**src/rtl/ram.sv**
```systemverilog
// Single-write / single-async-read register-file RAM with synchronous active-low clear.
// Optional RAM_BYPASS_EN: forwards wdata to rdata on a same-cycle write/read address match.
module ram #(
   parameter int unsigned DATA_W = 8,
   parameter int unsigned ADDR_W = 5,
   parameter int unsigned DEPTH  = 32
) (
   input  logic              clk,
   input  logic              rst_n,
   input  logic              w,
   input  logic [ADDR_W-1:0] waddr,
   input  logic [DATA_W-1:0] wdata,
   input  logic [ADDR_W-1:0] raddr,
   output logic [DATA_W-1:0] rdata
);

   localparam int unsigned CMP_W = ADDR_W + 1;

   logic [DATA_W-1:0] mem_q [DEPTH];
   logic [DATA_W-1:0] mem_d [DEPTH];
   logic              waddr_ok;
   logic              raddr_ok;
   logic [DATA_W-1:0] rdata_mem;

   // Range checks keep non-power-of-two depths from aliasing into real words.
   always_comb begin
      waddr_ok = ({1'b0, waddr} < CMP_W'(DEPTH));
      raddr_ok = ({1'b0, raddr} < CMP_W'(DEPTH));
   end

   always_comb begin
      mem_d = mem_q;
      if (w && waddr_ok) begin
         mem_d[waddr] = wdata;
      end
   end

   always_ff @(posedge clk) begin
      if (!rst_n) begin
         mem_q <= '{default: '0};
      end else begin
         mem_q <= mem_d;
      end
   end

   always_comb begin
      rdata_mem = '0;
      if (raddr_ok) begin
         rdata_mem = mem_q[raddr];
      end
   end

`ifdef RAM_BYPASS_EN
   always_comb begin
      rdata = rdata_mem;
      if (w && rst_n && (raddr == waddr)) begin
         rdata = wdata;
      end
   end
`else
   always_comb begin
      rdata = rdata_mem;
   end
`endif

endmodule

```
**config.mk**
```make
export PLATFORM = sky130hd
export DESIGN_NAME = ram
export DESIGN_NICKNAME = d
export VERILOG_FILES = /design/src/rtl/ram.sv
export SDC_FILE = /design/constraint.sdc
export NUM_CORES = 1
export LEC_CHECK = 0
export CAP_MARGIN = 0
export CORE_UTILIZATION = 62
export DETAILED_ROUTE_END_ITERATION = 7
export PLACE_DENSITY = 0.9
export RECOVER_POWER = 100
export REMOVE_ABC_BUFFERS = 1
export SKIP_CTS_REPAIR_TIMING = 1
export SYNTH_ARGS = -nofsm -noshare
export SYNTH_HDL_FRONTEND = slang
export SYNTH_SLANG_ARGS = --single-unit
export TNS_END_PERCENT = 5
```
**constraint.sdc**
```tcl
create_clock -name clk -period 3.1 [get_ports clk]
set_input_delay 0.62 -clock clk [delete_from_list [all_inputs] [get_ports clk]]
set_output_delay 0.62 -clock clk [all_outputs]
set_load 0.005 [all_outputs]
```
* Yosys cells after proc, flatten, opt, wreduce, memory -nomap -nowiden
Index checks and enable logic that the tools add are counted.
** Storage, ports and cells
- Bits in registers :: 256
- Input bits :: 21
- Output and inout bits :: 8
- Word-level logic and storage cells :: 44
** Operators by class
- Magnitude comparators :: 3
- Muxes and demuxes :: 6
- Bitwise gates (word level) :: 2
- Reductions and logical operators :: 1
** Operator list (count)
- $bwmux 256 :: 1
- $bmux 8 s5 :: 1
- $demux 8 s5 :: 1
- $mux 8 :: 3
- $ge 6x6->1 const B :: 2
- $not 5->6 :: 2
- $lt 6x1->1 const B :: 1
- $logic_and 1x1->1 :: 1

* Depth between registers and ports, before layout
Gate-level depths: netlist of the first run.
- Depth after elaboration :: 6
- Gate-level depth with buffers :: 6
- Gate-level depth less buffers :: 3

* Worst setup path before layout of the first run
OpenSTA, ideal clock, no wires.
- Path type :: input-to-output
- Start :: in raddr[2]
- End :: out rdata[0]
- Data arrival time :: 2.209 ns
- Data required time :: 2.480 ns
- Path slack :: 0.271 ns
- Stages on the path :: 6
- Path buffers :: 3
- Cells stage by stage :: buf_4 buf_6 buf_2 mux4_2 mux4_2 mux2_2
** Between the ends
- Longest elaborated chain between the ends :: 4
** RTL lines
- from (decl) :: line 13 : input logic [ADDR_W-1:0] raddr,
- $not 5->6 (implied by the code) :: line 49 : rdata_mem = mem_q[raddr];
- $bmux 8 s5 :: line 49
- $mux 8 (implied by the code) (2 in series) :: line 49
- to (decl) :: line 14 : output logic [DATA_W-1:0] rdata
Every way passes these cells. The select of a mux whose other input is x is not followed.

* Final worst setup path of the first run
- Start :: in raddr[1]
- End :: out rdata[5]
Same word-level chain as after synthesis.

==> qor.txt, run 1 <==
status = complete, but fails checks
failing checks = setup timing
class of the most critical setup path = primary input to primary output
count of warnings emitted by yosys = 0
maximum cell stage delay along the critical path = 0.51 ns
number of maximum-capacitance constraint violations = 0
maximum fanout along the worst path = 12
Max transition margin = 0.379%
combinational group share of total power = 8.5%
min setup slack post-route = -0.256 ns
Detail Placement HPWL = 18,600 um
Power per Cell Area = 517 nW/um2
register bit count reported by yosys = 256
antenna violations before repair = 0
RSZ-0062 raised after global routing = yes
Seq pwr share = 46.1%
number of iterations in the first detailed-routing pass = 6
post-synth design cell area = 12,400 um2
biggest registers after layout = mem_q (256)
fraction of the mapped netlist area in simple logic gates = 11.8%
worst-margin pin slew = 1.49 ns
number of max-slew violations in the final report = 0
number of enable flip-flop cells after synthesis = 0
clock latency on the worst-skew pair = 0.53 ns
Pint = 5.48 mW
net switching fraction of the power = 23.9%
Min-Delay Path Class = flop to flop
floorplan core area = 19,500 um2
DRC = 0
area share of the leading cell type in the synthesized netlist = 41.2%
effective utilization at floorplan = 63.7%
Tot Pwr = 7.21 mW
leading post-synthesis cells by instance count = nand3_1, dfxtp_1, o21ai_0, a21boi_0, clkbuf_1
worst voltage drop across the vdd grid = 470 uV
cell with the largest stage delay on the worst path = mux4_2
worst hold slack = 0.484 ns
adder and majority gate portion of the synthesized area = 0%
critical path data arrival time = 2.74 ns
fraction of layout instances using a drive strength above 1 = 15.7%
Die X-Extent = 144 um
Congestion Overflow GR = 0
synthesized-area fraction occupied by xor and xnor cells = 0%
leak pwr = 4.44 nW
deepest level of the CTS H-tree = 1
Worst Setup Slack post-DPL = -0.368 ns
compound-cell area share of the yosys netlist = 25.8%
sequential area share after synthesis = 41.2%
Tmin final = 3.36 ns
FFs w/ async S/R, synth = 0%
# diodes = 0
area enclosed by the die boundary = 20,600 um2
Cell Chain, Critical Path = buf_16 -> buf_8 -> mux4_2 -> mux4_2 -> mux2_2 -> clkdlybuf4s50_1
clock root buffer = clkbuf_16
leading cell type by number of instances after synthesis = nand3_1
number of global-route vias before repair = 10,800
RD Place Congestion = 0.827
via density per instance = 7.16
total detailed-routing wirelength = 35,700 um
crit-path most repeated cell = mux4_2
biggest area contributors in the synthesized netlist = dfxtp_1, a21boi_0, mux4_2, nand3_1, o21ai_0
endpoints failing setup = 3
synth unique cells = 20
final critical-path share of the clock period = 108%
area added between synthesis and finish = 12.3%
Die Y-Extent = 144 um
clk sink count = 256
fmax = 298 MHz
Post-Syn Instances = 1,318
Final Hold Fails = 0
data required time at the worst endpoint = 2.48 ns
number of nets still failing antenna checks after routing = 0
number of flip-flops under the largest register name = 256
combinational family with the most area after synthesis = compound AO/OA/AOI/OAI gates
via total after detailed routing = 11,000
share of cell area taken by muxes after synthesis = 15.2%
buffers added on ports = 28
critical path launch point type = primary input
crit path capture type = primary output
Final Skew = 0 ns
fraction of power consumed by the clock network = 45.4%
number of cell rows = 51
Num CTS Buffers = 25
DR WL/cell = 23.3 um
post-synthesis area per instance = 9.43 um2
number of DRC violations after detailed-routing iteration 0 = 1,709
buffer depth of the longest clock path = 3
most flop-heavy register = mem_q
wire length of the first global-routing pass = 55,900 um
clock tree from TritonCTS = done
largest net degree at the start of global routing = 97
predominant post-synthesis flop cell = dfxtp_1
All-Layer GR Usage = 34.6%
post-synth top area cell = dfxtp_1
net switching power of the design = 1.73 mW
# nets final = 1,272
Boundary Pins = 29
clock transition at the registers of the reported paths = 0.06 ns
==> layout by cell type, fill, tap and decap left out, drive strengths merged, types with 2 or more instances in the layout <==
cell | Yosys | layout
nand3 | 258 | 258
o21ai | 256 | 256
a21boi | 256 | 256
dfxtp | 256 | 256
mux4 | 80 | 80
buf | 31 | 51
clkbuf | 151 | 43
clkdlybuf4s50 | 0 | 19
mux2 | 8 | 8
clkinv | 0 | 7
nand3b | 5 | 5
bufinv | 0 | 5
dlymetal6s2s | 0 | 5
and3b | 5 | 5
or3b | 4 | 4
nor3b | 4 | 4
and3 | 2 | 2
==> final cells by class <==
type,count,area (um2)
clock buffer,31,668
clock inverter,14,201
fill,1339,5570
multi-input combinational,880,6590
sequential,256,5120
tap,265,332
timing repair buffer,88,1040
==> power groups by stage <==
| stage | Sequential, mW | Combinational [mW] | Clock [mW] |
|---|---|---|---|
| finish | 3.33 | 0.615 | 3.27 |
| global route | 3.33 | 0.638 | 3.40 |
| CTS | 3.33 | 0.572 | 3.27 |
| detailed placement | 3.40 | 0.568 | 0 |
| global placement | 3.40 | 0.557 | 0 |
| floorplan | 3.39 | 0.221 | 0 |
==> cells by family after synthesis <==
family,count (synthesis)
buf+inv,182
flops,256
simple gates,280
compound gates,512
mux,88
==> metal layers <==
layer / wire length (um) / GRT usage [%] / up-vias
li1: - / - / 4726
met1: 13400 / 45.6 / 5310
met2: 16600 / 55.2 / 825
met3: 4210 / 5.33 / 127
met4: 1410 / 17.9 / 0
met5: 0 / 0 / -
==> metrics by stage <==
stage | util (%) | std cells | cell area (um2) | setup TNS (ns)
floorplan | - | 1136 | 11700 | -91.87
global placement | 66.2 | 1484 | 12900 | -2.59
detailed placement | 66.2 | 1484 | 12900 | -2.78
CTS | 70.7 | 1529 | 13800 | -2.82
global route | 71.5 | 1534 | 14000 | -1.28
finish | 71.5 | 1534 | 14000 | -0.703
==> worst paths after layout <==
check | slack, ns | end | depth (start not counted) | startpoint
max | -0.26 | rdata[5] | 6 | raddr[1]
min | 0.48 | mem_q[250] | 2 | mem_q[250]
max reg2reg | 2.24 | mem_q[62] | 2 | mem_q[62]
min reg2reg | 0.48 | mem_q[250] | 2 | mem_q[250]
==> critical path, delay by kind of cell <==
| family | cells | cell delay, ns |
|---|---|---|
| buffers and inverters | 3 | 0.78 |
| muxes | 3 | 1.32 |
No activity file was read; power rests on OpenSTA's default activity.
==> inputs of run 2 (changes only) <==
GPL_ROUTABILITY_DRIVEN = 0   (was not set)
==> results of run 2 <==
No change in the layout: final DEF, timing and power equal those of run 1.
